$ cat config.mk
export PLATFORM = sky130hd
export DESIGN_NAME = uart_tx_engine
export DESIGN_NICKNAME = d
export VERILOG_FILES = /design/src/rtl/uart_pkg.sv /design/src/rtl/uart_baud_counter.sv /design/src/rtl/uart_tx_engine.sv
export SDC_FILE = /design/constraint.sdc
export NUM_CORES = 1
export LEC_CHECK = 0
export CORE_ASPECT_RATIO = 1.25
export CORE_MARGIN = 8
export CORE_UTILIZATION = 50
export CTS_CLUSTER_DIAMETER = 50
export CTS_CLUSTER_SIZE = 14
export DETAILED_ROUTE_END_ITERATION = 10
export GPL_TIMING_DRIVEN = 0
export PLACE_DENSITY = 0.68
export SYNTH_ARGS = -nofsm -noshare
export SYNTH_HDL_FRONTEND = slang
export SYNTH_SLANG_ARGS = --single-unit
$ cat constraint.sdc
create_clock -name clk -period 6.9 [get_ports clk]
set_clock_uncertainty 0.15 [all_clocks]
set_input_delay 0.69 -clock clk [delete_from_list [all_inputs] [get_ports clk]]
set_output_delay 0.69 -clock clk [all_outputs]
set_load 0.03 [all_outputs]
$ cat src/rtl/uart_pkg.sv
// Shared UART definitions: frame FSM states, parity modes and the width helper.
package uart_pkg;

   typedef enum logic [2:0] {
      IDLE,
      LOAD,
      START,
      DATA,
      PARITY,
      STOP
   } uart_state_e;

   localparam logic PARITY_MODE_EVEN = 1'b0;
   localparam logic PARITY_MODE_ODD  = 1'b1;

   // Counter width for 0..value-1; never narrower than one bit.
   function automatic int unsigned clog2_min1(input int unsigned value);
      int unsigned w;
      w = 0;
      while ((w < 31) && ((32'd1 << w) < value)) w++;
      return (w == 0) ? 1 : w;
   endfunction

endpackage

$ cat src/rtl/uart_baud_counter.sv
// Free-running bit-period counter; tick marks the last clk of each serial bit.
module uart_baud_counter
   import uart_pkg::*;
#(
   parameter int unsigned CLKS_PER_BIT = 868
) (
   input  logic clk,
   input  logic rst,
   input  logic clear,
   output logic tick
);

   localparam int unsigned    CNT_W    = clog2_min1(CLKS_PER_BIT);
   localparam logic [CNT_W-1:0] CNT_LAST = CNT_W'(CLKS_PER_BIT - 1);

   logic [CNT_W-1:0] cnt;

   always_ff @(posedge clk) begin
      if (rst || clear) begin
         cnt <= '0;
      end else if (cnt == CNT_LAST) begin
         cnt <= '0;
      end else begin
         cnt <= cnt + CNT_W'(1);
      end
   end

   assign tick = (cnt == CNT_LAST);

endmodule

$ cat src/rtl/uart_tx_engine.sv
// UART transmit serializer: pops one FIFO word per frame and shifts it out on tx
// as start, LSB-first data, optional parity and stop bits.
module uart_tx_engine
   import uart_pkg::*;
#(
   parameter int unsigned CLKS_PER_BIT = 868,
   parameter int unsigned DATA_BITS    = 8,
   parameter int unsigned PARITY_EN    = 0,
   parameter int unsigned PARITY_ODD   = 0,
   parameter int unsigned STOP_BITS    = 1
) (
   input  logic                 clk,
   input  logic                 rst,
   input  logic                 enable,
   input  logic                 fifo_empty,
   output logic                 fifo_rd_en,
   input  logic [DATA_BITS-1:0] fifo_rd_data,
   output logic                 tx,
   output logic                 busy,
   output logic                 tx_done
);

   localparam int unsigned      BIT_W     = clog2_min1(DATA_BITS);
   localparam logic [BIT_W-1:0] DATA_LAST = BIT_W'(DATA_BITS - 1);
   localparam logic [BIT_W-1:0] STOP_LAST = BIT_W'(STOP_BITS - 1);
   localparam logic             PAR_MODE  = (PARITY_ODD != 0) ? PARITY_MODE_ODD : PARITY_MODE_EVEN;

   uart_state_e          state, state_nx;
   logic [DATA_BITS-1:0] shreg, shreg_nx, data_q;
   logic [BIT_W-1:0]     bit_cnt, bit_cnt_nx;
   logic                 tx_nx, tick, baud_clear, parity_bit;

   uart_baud_counter #(
      .CLKS_PER_BIT(CLKS_PER_BIT)
   ) u_baud (
      .clk   (clk),
      .rst   (rst),
      .clear (baud_clear),
      .tick  (tick)
   );

   // Parity comes from the unshifted copy taken in LOAD.
   assign parity_bit = (^data_q) ^ PAR_MODE;

   // Next-state, pop strobe and done strobe; tx is registered from the next state.
   always_comb begin
      state_nx   = state;
      shreg_nx   = shreg;
      bit_cnt_nx = bit_cnt;
      fifo_rd_en = 1'b0;
      tx_done    = 1'b0;
      baud_clear = 1'b0;
      tx_nx      = 1'b1;

      case (state)
         IDLE: begin
            baud_clear = 1'b1;
            if (enable && !fifo_empty) begin
               fifo_rd_en = 1'b1;
               state_nx   = LOAD;
            end
         end
         LOAD: begin
            baud_clear = 1'b1;
            shreg_nx   = fifo_rd_data;
            bit_cnt_nx = '0;
            state_nx   = START;
         end
         START: begin
            if (tick) state_nx = DATA;
         end
         DATA: begin
            if (tick) begin
               shreg_nx = shreg >> 1;
               if (bit_cnt == DATA_LAST) begin
                  bit_cnt_nx = '0;
                  state_nx   = (PARITY_EN != 0) ? PARITY : STOP;
               end else begin
                  bit_cnt_nx = bit_cnt + BIT_W'(1);
               end
            end
         end
         PARITY: begin
            if (tick) state_nx = STOP;
         end
         STOP: begin
            if (tick) begin
               if (bit_cnt == STOP_LAST) begin
                  tx_done    = 1'b1;
                  bit_cnt_nx = '0;
                  state_nx   = IDLE;
               end else begin
                  bit_cnt_nx = bit_cnt + BIT_W'(1);
               end
            end
         end
         default: begin
            state_nx = IDLE;
         end
      endcase

      // A word popped during reset would be lost, so reset blocks the pop.
      if (rst) begin
         fifo_rd_en = 1'b0;
         tx_done    = 1'b0;
      end

      case (state_nx)
         START:   tx_nx = 1'b0;
         DATA:    tx_nx = shreg_nx[0];
         PARITY:  tx_nx = parity_bit;
         default: tx_nx = 1'b1;
      endcase
   end

   always_ff @(posedge clk) begin
      if (rst) begin
         state   <= IDLE;
         shreg   <= '0;
         data_q  <= '0;
         bit_cnt <= '0;
         tx      <= 1'b1;
         busy    <= 1'b0;
      end else begin
         state   <= state_nx;
         shreg   <= shreg_nx;
         bit_cnt <= bit_cnt_nx;
         tx      <= tx_nx;
         busy    <= (state_nx != IDLE);
         if (state == LOAD) data_q <= fifo_rd_data;
      end
   end

endmodule

==> out/results.tsv, run 1 <==
stage	metric	value	unit
routing	routed_wl	3880	µm
synthesis	synth_edf_count	0	
cts	h-tree-depth	2	
finish	layout_common_cells	34 x dfxtp_1, 31 x nor2_1, 18 x a21oi_1	
cts	cts.clk_slew.worst_paths	0.07	ns
grt	antenna_found_initial	0	
synthesis	yosysSeqAreaShare	41.1	%
power	ir_worst_vdd	191	µV
sta	fin_crit_sh	57.4	%
sta	hold_ws	0.319	ns
floorplanning	ios	16	
sta	rsz0062_at_grt	false	
routing	vias_per_cell	5.73	
status	outcome	complete, no violations	
cts	cts_resized	0	
synthesis	synth_warnings	0	
flow_run	cap_violations	0	
power	power_density	237	nW/µm²
routing	ant_nets	0	
finish	fin_util	62.2	%
sta	fin_ws	2.94	ns
finish	final_net_count	238	
cts	cts_buffers	5	
power	finalPower	0.472	mW
finish	final_cells	260	
sta	hold_violations	0	
grt	grt_max_degree	13	
finish	final_common_cell	dfxtp_1	
synthesis	syn_area	1650	µm²
setup_path	cp_max_fo	10	
synthesis	synth.distinct_cells	40	
synthesis	async_flop_share	0	%
finish	n_antenna_cell	0	
placement	placed_area	1850	µm²
sta	max_freq	253	MHz
placement	dp_hpwl	2900	µm
placement	gp_congestion	0.940	
sta	slew_headroom	49.5	%
placement	place_inst	252	
placement	dp_slack	3.25	ns
sta	final-setup-viol-count	0	
floorplanning	num_rows	23	
grt	grt_pass1_vias	1447	
setup_path	start_kind	flip-flop	
hold_path	hold_class	reg -> reg	
cts	cts_hold_buf	0	
cts	cts_tree	yes	
synthesis	syn_inst	200	
floorplanning	core_area	3190	µm²
placement	port_buffers	15	
floorplanning	start_util	51.8	%
synthesis	syn_nets	216	
sta	tightestPinTransition	0.754	ns
cts	cts_buffer_depth	2	
power	leakage	0.707	nW
synthesis	ys.flop_type	dfxtp_1	
cts	cts_setup_buffers	0	
floorplanning	die_h	80.3	µm
setup_path	cp.required	6.06	ns
finish	area_growth	20.2	%
sta	setup_tns	0	ns
routing	drc	0	
cts	clk_latency	0.30	ns
synthesis	ys_ff_latch	34	
sta	period_needed	3.96	ns
floorplanning	die_x	67.4	µm
cts	root_buffer	clkbuf_8	
finish	layout-drive-gt1-share	8.52	%
synthesis	avgSynthCellArea	8.27	µm²
finish	design_area	1990	µm²
setup_path	endpoint_kind	primary output	
grt	overflow	0	
routing	vias	1491	
cts	cts.sinks	34	
setup_path	critPathKind	reg -> out	
routing	avgRoutedWirePerCell	14.9	µm
setup_path	cp_data_arrival_time	3.12	ns
routing	firstDrtPassIters	4	
sta	slew_violations	0	
grt	grt_usage	15.8	%
grt	grt_pass1_wl	6580	µm
floorplanning	die_area	5420	µm²
routing	drtIter0Drc	47	
## power breakdown
group	internal [mW]	total [mW]	switching (mW)
Combinational	0.0205	0.0453	0.0248
Clock	0.145	0.221	0.0762
Sequential	0.202	0.206	0.00355
## cell families after synthesis
| kind of cell | share of synthesized area [%] |
|---|---|
| adder cells (fa/ha/maj) | 3.03 |
| AND/OR/NAND/NOR | 22.3 |
| multiplexers | 0.605 |
| buffers and inverters | 4.16 |
| flip-flops | 41.1 |
| AO/OA/AOI/OAI | 20.8 |
| XOR/XNOR | 7.94 |
## cell usage after synthesis (2+ instances only)
cell type,count,area share (%)
inv_1,6,1.4
nand4bb_1,2,1.4
nor2_1,31,7.0
xnor2_1,11,5.8
and3_1,3,1.1
nand2b_1,5,1.9
ha_1,4,3.0
nand3_1,5,1.5
o21ai_0,11,3.3
xor2_1,4,2.1
nor4_1,2,0.76
o221a_2,6,4.1
a21oi_1,18,5.4
clkbuf_1,10,2.3
dfxtp_1,34,41
o31a_1,2,1.1
nand2_1,17,3.9
o22ai_1,2,0.76
nor3_1,6,1.8
## flip-flops by register name (all words and copies together), names as in the netlist
name,flops
state,3
tx,1
u_baud.cnt,10
shreg,8
bit_cnt,3
data_q,8
busy,1
## routing by layer
metal | track usage [%] | vias up | wire (µm)
met1 | 17.0 | 703 | 1560
met2 | 26.7 | 36 | 2030
li1 | - | 745 | -
met3 | 4.87 | 7 | 221
met5 | 0 | - | 0
met4 | 8.39 | 0 | 65
## final timing paths
path	from	end	slack, ns	cells past startpoint
worst max-delay path	u_baud.cnt[0]	tx_done	2.94	7
worst max register to register	u_baud.cnt[0]	tx	4.25	7
worst min-delay path	u_baud.cnt[0]	u_baud.cnt[0]	0.32	1
worst min register to register	u_baud.cnt[0]	u_baud.cnt[0]	0.32	1
## critical path: stages (launching register included)
cell	delay, ns
dfxtp_1	0.38
ha_1	0.22
or3b_4	0.42
or3_1	0.31
clkbuf_2	0.17
clkbuf_1	0.27
nor4_1	0.32
clkdlybuf4s50_1	0.72
## cell type report
| cell class | instances | area, µm² |
|---|---|---|
| plain buffers | 12 | 46.3 |
| multi-input cells | 148 | 905 |
| clock inverters | 3 | 68.8 |
| flip-flops and latches | 34 | 681 |
| fillers | 286 | 1210 |
| clock buffers | 5 | 68.8 |
| inverters | 6 | 22.5 |
| repair buffers | 15 | 150 |
| well taps | 37 | 46.3 |
(Power assumes the default switching activity.)
==> run 2: changes to the inputs <==
Clock period 6.9 ns to 3.8 ns, I/O delays scaled along.
==> run 2 against run 1 <==
First-iteration DRC count shrank 2.1%; count of clock-buffer cells in the layout is the same; via count is essentially flat; utilization grew 0.078 points; flip-flop and latch count is the same; cell area grew 0.13%; clock power grew 81%; register-to-register slack lost 3.1 ns; die area is the same; setup slack lost 2.4 ns; total power grew 82%.
==> out/results.tsv, run 2 (synthesis results as in run 1) <==
stage	metric	value	unit
grt	grt_pass1_wl	6580	µm
routing	drc	0	
placement	placed_area	1850	µm²
power	finalPower	0.856	mW
power	ir_worst_vdd	347	µV
power	power_density	430	nW/µm²
floorplanning	die_h	80.3	µm
cts	cts_setup_buffers	0	
sta	max_freq	308	MHz
flow_run	cap_violations	0	
cts	cts_buffers	5	
routing	routed_wl	3870	µm
hold_path	hold_class	reg -> reg	
grt	grt_max_degree	13	
setup_path	reg2reg_from	u_baud.cnt[0]	
floorplanning	num_rows	23	
floorplanning	start_util	51.8	%
setup_path	cp.required	3.27	ns
grt	met1_usage	17.0	%
sta	slew_headroom	49.5	%
hold_path	min_to	u_baud.cnt[0]	
finish	layout_common_cells	34 x dfxtp_1, 31 x nor2_1, 18 x a21oi_1	
finish	reg_top3	u_baud.cnt x10, data_q x8, shreg x8	
cts	cts.sinks	34	
grt	grt_pass1_vias	1447	
grt	overflow	0	
grt	use_met3	4.87	%
sta	setup_tns	0	ns
routing	ant_nets	0	
sta	period_needed	3.24	ns
setup_path	start_kind	flip-flop	
cts	clk_latency	0.30	ns
placement	place_inst	252	
sta	slew_violations	0	
routing	vias_per_cell	5.74	
placement	port_buffers	15	
finish	final_cells	260	
setup_path	critPathKind	reg -> out	
hold_path	hold_path.startpoint	u_baud.cnt[0]	
setup_path	endpoint_kind	primary output	
grt	grt_usage	15.8	%
finish	largest_register_ffs	10	
cts	cts_tree	yes	
finish	layout-drive-gt1-share	8.52	%
floorplanning	ios	16	
grt	top_usage_layer	met2	
cts	root_buffer	clkbuf_8	
finish	n_antenna_cell	0	
finish	fin_util	62.3	%
setup_path	r2r_cells	7	
finish	final_common_cell	dfxtp_1	
setup_path	rr_endpoint	tx	
finish	final_net_count	238	
routing	avgRoutedWirePerCell	14.9	µm
cts	h-tree-depth	2	
cts	cts_buffer_depth	2	
cts	cts_hold_buf	0	
sta	rsz0062_at_grt	false	
sta	fin_crit_sh	85.4	%
routing	firstDrtPassIters	4	
setup_path	cp_max_fo	10	
routing	vias	1492	
grt	met2_usage	26.7	%
power	leakage	0.726	nW
routing	drtIter0Drc	46	
setup_path	cp_data_arrival_time	2.71	ns
finish	design_area	1990	µm²
sta	final-setup-viol-count	0	
floorplanning	die_x	67.4	µm
setup_path	reg2reg_slack	1.15	ns
hold_path	holdPathStages	1	
finish	top_register	u_baud.cnt	
floorplanning	die_area	5420	µm²
finish	area_growth	20.3	%
sta	tightestPinTransition	0.754	ns
status	outcome	complete, no violations	
placement	dp_hpwl	2900	µm
grt	antenna_found_initial	0	
floorplanning	core_area	3190	µm²
placement	gp_congestion	0.940	
sta	hold_violations	0	
cts	cts.clk_slew.worst_paths	0.07	ns
-- run 2: cell count changes in the layout (fill, tap and decap cells not counted), sizes merged --
| cell | previous run | this run |
|---|---|---|
| clkdlybuf4s50 | 15 | 14 |
| dlymetal6s2s | 0 | 1 |
-- run 2: repair_timing --
action	4_1_cts	5_1_grt
resized for setup	0	1
endpoints found under the setup margin	0	1
endpoints found under the hold margin	0	0
-- run 2: power by group --
part	switching, mW	internal (mW)
combinational	0.0448	0.0373
sequential	0.00644	0.367
clock	0.138	0.263
-- run 2: worst max-delay path by stage --
stage	startpoint	endpoint	slack [ns]
after detailed placement	u_baud.cnt[1]	tx_done	0.47
final	u_baud.cnt[0]	tx_done	0.56
after floorplan	u_baud.cnt[0]	tx_done	0.69
after global placement	u_baud.cnt[0]	tx_done	0.51
after CTS	u_baud.cnt[0]	tx_done	0.13
after global routing	u_baud.cnt[0]	tx_done	0.37
-- run 2: layout make-up --
class | instances | area [µm²]
fill | 287 | 1200
multi-input combinational | 148 | 905
sequential | 34 | 681
timing repair buffer | 15 | 153
clock buffer | 5 | 68.8
clock inverter | 3 | 68.8
buffer | 12 | 46.3
tap | 37 | 46.3
inverter | 6 | 22.5
-- run 2: layer usage --
metal | vias to the layer above | routed length [µm]
met5 | - | 0
met2 | 37 | 2000
met3 | 9 | 214
met4 | 0 | 78
li1 | 744 | -
met1 | 702 | 1570
-- run 2: metrics by stage --
| step | setup slack (ns) | hold WS (ns) |
|---|---|---|
| 6_report | 0.556 | 0.319 |
| 5_1_grt | 0.365 | 0.331 |
| 4_1_cts | 0.133 | 0.323 |
| 3_5_place_dp | 0.469 | 0.309 |
| 3_3_place_gp | 0.511 | 0.296 |
| 2_1_floorplan | 0.693 | 0.280 |
-- run 2: critical path, cell delays in order, from the launching register on --
cell	delay [ns]
dfxtp_1	0.38
ha_1	0.22
or3b_4	0.42
or3_1	0.31
clkbuf_2	0.17
clkbuf_1	0.27
nor4_1	0.31
dlymetal6s2s_1	0.33
